===== src/rtl/vfxp_round_pkg.sv =====
// Shared encodings and saturation constants for the fixed-point rounding stage.
package vfxp_round_pkg;

    typedef enum logic [1:0] {SEW8 = 2'd0, SEW16 = 2'd1, SEW32 = 2'd2, SEW64 = 2'd3} sew_e;
    typedef enum logic [1:0] {RNU = 2'd0, RNE = 2'd1, RDN = 2'd2, ROD = 2'd3} vxrm_e;

    localparam logic [63:0] SMAX8  = 64'h0000_0000_0000_007F;
    localparam logic [63:0] SMAX16 = 64'h0000_0000_0000_7FFF;
    localparam logic [63:0] SMAX32 = 64'h0000_0000_7FFF_FFFF;
    localparam logic [63:0] SMAX64 = 64'h7FFF_FFFF_FFFF_FFFF;
    localparam logic [63:0] UMAX8  = 64'h0000_0000_0000_00FF;
    localparam logic [63:0] UMAX16 = 64'h0000_0000_0000_FFFF;
    localparam logic [63:0] UMAX32 = 64'h0000_0000_FFFF_FFFF;
    localparam logic [63:0] UMAX64 = 64'hFFFF_FFFF_FFFF_FFFF;

    // Byte offset mask within an element: element bytes - 1.
    function automatic logic [2:0] sew_mask(sew_e sew);
        logic [2:0] m;
        m = 3'd7;
        case (sew)
            SEW8:    m = 3'd0;
            SEW16:   m = 3'd1;
            SEW32:   m = 3'd3;
            default: m = 3'd7;
        endcase
        return m;
    endfunction

    function automatic logic [7:0] smax_byte(sew_e sew, logic [2:0] off);
        logic [63:0] m;
        m = SMAX64;
        case (sew)
            SEW8:    m = SMAX8;
            SEW16:   m = SMAX16;
            SEW32:   m = SMAX32;
            default: m = SMAX64;
        endcase
        return m[{off, 3'b000} +: 8];
    endfunction

    function automatic logic [7:0] umax_byte(sew_e sew, logic [2:0] off);
        logic [63:0] m;
        m = UMAX64;
        case (sew)
            SEW8:    m = UMAX8;
            SEW16:   m = UMAX16;
            SEW32:   m = UMAX32;
            default: m = UMAX64;
        endcase
        return m[{off, 3'b000} +: 8];
    endfunction

endpackage


===== src/rtl/fxp_round_lane.sv =====
// 8-bit lane adder; brk starts a new element and takes the rounding bit as carry-in.
module fxp_round_lane (
    input  logic       brk,
    input  logic       rin,
    input  logic       cin,
    input  logic [7:0] a,
    output logic [7:0] s,
    output logic       cout
);
    logic c0;

    assign c0        = brk ? rin : cin;
    assign {cout, s} = {1'b0, a} + {8'd0, c0};
endmodule


===== src/rtl/vfxp_round.sv =====
// Fixed-point round/saturate stage: stage 1 adds the vxrm increment, stage 2 saturates.
module vfxp_round
    import vfxp_round_pkg::*;
#(
    parameter int DATA_WIDTH = 64,
    parameter int DW_B       = DATA_WIDTH >> 3,
    parameter int ADDR_WIDTH = 32,
    parameter int SEW_WIDTH  = 2
) (
    input  logic                  clk,
    input  logic                  rst,
    input  logic                  in_valid,
    input  logic [DATA_WIDTH-1:0] in_vec,
    input  logic [SEW_WIDTH-1:0]  in_sew,
    input  logic [ADDR_WIDTH-1:0] in_addr,
    input  logic                  in_fxp,
    input  logic                  in_signed,
    input  logic [1:0]            in_vxrm,
    input  logic [DW_B-1:0]       in_vd,
    input  logic [DW_B-1:0]       in_vd1,
    input  logic [DW_B-1:0]       in_vd10,
    input  logic [DW_B-1:0]       in_sat,
    input  logic                  in_vxsat_clr,
    output logic                  out_valid,
    output logic [DATA_WIDTH-1:0] out_vec,
    output logic [ADDR_WIDTH-1:0] out_addr,
    output logic [DW_B-1:0]       out_sat,
    output logic                  out_vxsat
);
    localparam int IW = (DW_B > 1) ? $clog2(DW_B) : 1;

    typedef struct packed {
        logic [DW_B-1:0][7:0]  sum;
        logic [DW_B-1:0]       cout;
        logic [DW_B-1:0]       amsb;
        logic [DW_B-1:0]       sat;
        sew_e                  sew;
        logic                  sgn;
        logic [ADDR_WIDTH-1:0] addr;
    } s1_t;

    sew_e                 sew0;
    vxrm_e                vxrm;
    logic [IW-1:0]        msk0, msk1;
    logic [DW_B-1:0]      st0, r0, amsb0;
    logic [DW_B:0]        carry;
    logic [DW_B-1:0][7:0] sum0, vec2;
    logic [DW_B-1:0]      sat2;
    logic [2:0]           vld_pipe;
    s1_t                  s1;
    logic [IW-1:0]        bi, base, topi, off;
    logic                 ss, su;

    assign sew0        = sew_e'(in_sew);
    assign vxrm        = vxrm_e'(in_vxrm);
    assign msk0        = IW'(sew_mask(sew0));
    assign msk1        = IW'(sew_mask(s1.sew));
    assign carry[0]    = 1'b0;
    assign vld_pipe[0] = in_valid;

    always_comb begin
        r0 = '0;
        for (int b = 0; b < DW_B; b++) begin
            case (vxrm)
                RNU:     r0[b] = in_vd1[b];
                RNE:     r0[b] = in_vd1[b] & (in_vd10[b] | in_vd[b]);
                RDN:     r0[b] = 1'b0;
                default: r0[b] = ~in_vd[b] & (in_vd1[b] | in_vd10[b]);
            endcase
            r0[b] = r0[b] & in_fxp & st0[b];
        end
    end

    for (genvar b = 0; b < DW_B; b++) begin : g_lane
        localparam logic [IW-1:0] BI = IW'(b);
        assign st0[b]   = (BI & msk0) == '0;
        assign amsb0[b] = in_vec[8*b+7];
        fxp_round_lane u_lane (
            .brk  (st0[b]),
            .rin  (r0[b]),
            .cin  (carry[b]),
            .a    (in_vec[8*b +: 8]),
            .s    (sum0[b]),
            .cout (carry[b+1])
        );
    end

    always_ff @(posedge clk or negedge rst) begin
        if (!rst) begin
            s1          <= '0;
            vld_pipe[1] <= 1'b0;
        end else begin
            vld_pipe[1] <= in_valid;
            if (in_valid)
                s1 <= '{sum: sum0, cout: carry[DW_B:1], amsb: amsb0,
                        sat: in_sat & st0 & {DW_B{in_fxp}}, sew: sew0,
                        sgn: in_signed, addr: in_addr};
            else
                s1 <= '0;
        end
    end

    // Overflow is judged at the element's top byte; flags live at its base byte.
    always_comb begin
        vec2 = '0;
        sat2 = '0;
        bi   = '0;
        base = '0;
        topi = '0;
        off  = '0;
        ss   = 1'b0;
        su   = 1'b0;
        for (int b = 0; b < DW_B; b++) begin
            bi      = IW'(b);
            base    = bi & ~msk1;
            topi    = bi | msk1;
            off     = bi & msk1;
            ss      = s1.sat[base] | (s1.sgn & ~s1.amsb[topi] & s1.sum[topi][7]);
            su      = ~s1.sgn & s1.cout[topi];
            vec2[b] = ss ? smax_byte(s1.sew, 3'(off)) :
                      su ? umax_byte(s1.sew, 3'(off)) : s1.sum[b];
            sat2[b] = (bi == base) & (ss | su);
        end
    end

    always_ff @(posedge clk or negedge rst) begin
        if (!rst) begin
            vld_pipe[2] <= 1'b0;
            out_vec     <= '0;
            out_sat     <= '0;
            out_addr    <= '0;
            out_vxsat   <= 1'b0;
        end else begin
            vld_pipe[2] <= vld_pipe[1];
            out_vec     <= vld_pipe[1] ? vec2    : '0;
            out_sat     <= vld_pipe[1] ? sat2    : '0;
            out_addr    <= vld_pipe[1] ? s1.addr : '0;
            // A clear in the same cycle as a saturating result wins.
            out_vxsat   <= in_vxsat_clr ? 1'b0 : (out_vxsat | (out_valid & (|out_sat)));
        end
    end

    assign out_valid = vld_pipe[2];
endmodule


===== config.mk =====
export PLATFORM = sky130hd
export DESIGN_NAME = vfxp_round
export DESIGN_NICKNAME = d
export VERILOG_FILES = /design/src/rtl/vfxp_round_pkg.sv /design/src/rtl/fxp_round_lane.sv /design/src/rtl/vfxp_round.sv
export SDC_FILE = /design/constraint.sdc
export NUM_CORES = 1
export LEC_CHECK = 0
export ABC_AREA = 1
export CORE_MARGIN = 1.5
export CORE_UTILIZATION = 65
export DETAILED_ROUTE_END_ITERATION = 8
export DONT_BUFFER_PORTS = 1
export GPL_ROUTABILITY_DRIVEN = 0
export PLACE_DENSITY = 0.81
export SYNTH_ARGS = -nofsm -noshare
export SYNTH_HDL_FRONTEND = slang
export SYNTH_SLANG_ARGS = --single-unit
export TNS_END_PERCENT = 50

===== constraint.sdc =====
create_clock -name clk -period 3.3 [get_ports clk]
set_clock_uncertainty 0.15 [all_clocks]
set_input_delay 0.495 -clock clk [delete_from_list [all_inputs] [get_ports clk]]
set_output_delay 0.495 -clock clk [all_outputs]
set_load 0.05 [all_outputs]

==> impl_results.md <==
* Crit-path most repeated cell: nand2_2
* DR vias at 8592
* Worst-Skew Late Latency at 0.52 ns
* Area Overhead vs Synth at 36.8%
* FF+latch count, synth at 230
* Die Height at 124 microns
* DP Worst Slack at -6.80 ns
* Core Box Area at 14400 sq um
* GRT overflow at 0
* Static leakage at 7.03 nW
* CP arrival at 9.32 ns
* Synth cell types at 37
* Max_cap viols at 0
* Setup tns final at -163.65 ns
* RSZ-0062 raised after global routing: true
* Worst hold path type: in -> async
* Power Dens Cells at 520 nW/um^2
* R2r setup slk at 1.04 ns
* Mapped Nets at 1231
* Pre-antenna DRT Iters at 7
* Synthesized area per cell at 8.84 sq um
* Crit-path slowest cell: a211oi_2
* Status: finished with violations
* Final Hold Viols at 236
* CTS sink cnt at 230
* Die width at 124 microns
* CTS buffer count at 23
* Total track usage at 35.3%
* Vias per inst at 5.81
* Slew headroom at 16.8%
* Worst-path clk slew at 0.07 ns
* Placement Rows at 44
* DR WL/cell at 21.1 microns
* Port bufs at 0
* Failing checks: negative hold slack, negative setup slack
* I/O pin total at 244
* CP max FO at 4
* Dpl cell area at 10100 sq um
* CP bufs+invs at 11
* Final HPWL DP at 14600 microns
* Nets at 1432
* Fillers at 567
* Fin area at 13000 sq um
* Min Tclk post-route at 9.06 ns
* Initial antenna violation count at 1
* CTS Buffer Depth at 3
* Mapped Area at 9520 sq um
* Max-slew violation count at 0
* First-pass GRT wire length at 41100 microns
* Ratio of cells with drive above 1 in the final layout at 23.1%
* Initial Util at 66.0%
* Required @ worst endpoint at 3.55 ns
* CTS tree: yes
* DIE AREA at 15400 sq um
* Detailed-route DRC error count at 0
* Mapped Cells at 1077
* Startpoint class of the critical path: input pin
* Final setup viols at 54
* PnR worst setup slack at -5.76 ns
* VDD IR max at 0.414 mV
* Routed Antenna Nets at 0
* Routed WL at 31300 microns
* Most frequent cells in the layout: dfrtp_1 (229), nand2_1 (192), inv_1 (183), nor2_1 (115), dlygate4sd3_1 (111)
* Hold slack at -0.476 ns
* Iter 0 DRT Violations at 834
* CTS Root Cell: clkbuf_16
* R2R cell count at 9
* WP depth at 83
* Sequential area share after synthesis at 60.4%
* Largest stage delay, worst path at 0.23 ns
* Total power at 6.77 mW
* Commonest non-fill, non-tap cell in the layout: dfrtp_1
* Ys Warns at 0
* Critical Path End Type: flip-flop
* Setup CP Type: in -> reg
* Largest net degree at the start of global routing at 231
* CP top delay family: simple AND/OR/NAND/NOR gates
* Vias in the first global route at 8092
* H-tree depth at 1
* Fin crit share at 275%
* Worst-margin pin slew at 1.25 ns
* Max Freq at 110 MHz
metrics by stage:
stage	util, %	cells
6_report	90.3	1479
5_1_grt	90.3	1479
3_3_place_gp	70.0	1275
2_1_floorplan	-	1077
3_5_place_dp	70.0	1275
4_1_cts	86.4	1461
where the power goes:
part           internal (mW)  switching, mW  total, mW
combinational          0.257          0.355      0.612
clock                   1.63           1.13       2.76
sequential              2.98          0.420       3.40
total                   4.87           1.91       6.77
cells in the mapped netlist, drive strengths merged:
library cell / count / share of area [%]
o21ai: 62 / 3.3
nor2: 142 / 5.8
or2: 5 / 0.33
nand3: 33 / 2.1
nand3b: 1 / 0.079
inv: 206 / 8.2
clkbuf: 17 / 0.67
dfrtp: 230 / 60
ha: 16 / 2.1
o21bai: 1 / 0.12
and3: 2 / 0.13
nor3b: 2 / 0.16
a211oi: 3 / 0.24
buf: 10 / 0.67
a21oi: 72 / 3.8
o211ai: 3 / 0.34
nand2: 237 / 9.6
o31ai: 1 / 0.079
o21a: 1 / 0.079
nand4: 1 / 0.066
nor3: 30 / 1.6
clkinv: 2 / 0.079
timing repair:
action | in CTS | in global routing
pin swaps | 50 | 77
cloned | 0 | 0
gates resized for setup | 63 | 111
setup buffers | 35 | 26
hold buffers | 110 | 2
setup endpoints to repair | 54 | 56
endpoints found under the hold margin | 332 | 256
worst register-to-register path: stages (launching register included):
cell     delay, ns
dfrtp_1       0.72
nand2_2       0.23
inv_2         0.16
nand2_2       0.08
nand2_1       0.11
inv_2         0.06
nand2_2       0.10
nand3_4       0.19
nor2_1        0.25
nor2_1        0.08
worst paths after layout:
| check | from | end |
|---|---|---|
| max | in_vxrm[1] | s1[121]$_DFF_PN0_ |
| min | rst | out_addr[21]$_DFF_PN0_ |
| max reg2reg | s1[34]$_DFF_PN0_ | out_vec[52]$_DFF_PN0_ |
| min reg2reg | s1[4]$_DFF_PN0_ | out_addr[4]$_DFF_PN0_ |
| max in group asynchronous | rst | s1[118]$_DFF_PN0_ |
| min in group clk | in_valid | s1[120]$_DFF_PN0_ |
flip-flops by register name (all words and copies together) (netlist names):
name and count:
out_sat 8, s1 123, out_vec 64, out_vxsat 1
out_valid 1, vld_pipe 1, out_addr 32
cells by family after synthesis:
family | count (synthesis) | synth area share [%]
DFF | 230 | 60.4
and+or+nand+nor | 453 | 19.9
buffers and inverters | 235 | 9.59
AOI/OAI and AO/OA | 143 | 7.98
adders and majority gates | 16 | 2.10
per-layer routing:
| layer | vias up | global-route usage (%) | part of all wire (%) |
|---|---|---|---|
| li1 | 3676 | - | - |
| met1 | 4132 | 40.7 | 33 |
| met2 | 603 | 60.9 | 50 |
| met3 | 181 | 10.7 | 10 |
| met4 | 0 | 15.7 | 6.2 |
| met5 | - | 0 | 0 |
final cells by class:
class	count	area, sq um	area share [%]
Clock inverter	10	138	1.06
Clock buffer	31	656	5.03
Sequential cell	230	5760	44.2
Tap cell	184	230	1.77
Multi-Input combinational cell	612	3620	27.8
Inverter	208	792	6.08
Timing Repair Buffer	203	1830	14.1
Antenna cell	1	2.50	0.0192
Note: power is estimated with default switching activity, not from simulation.
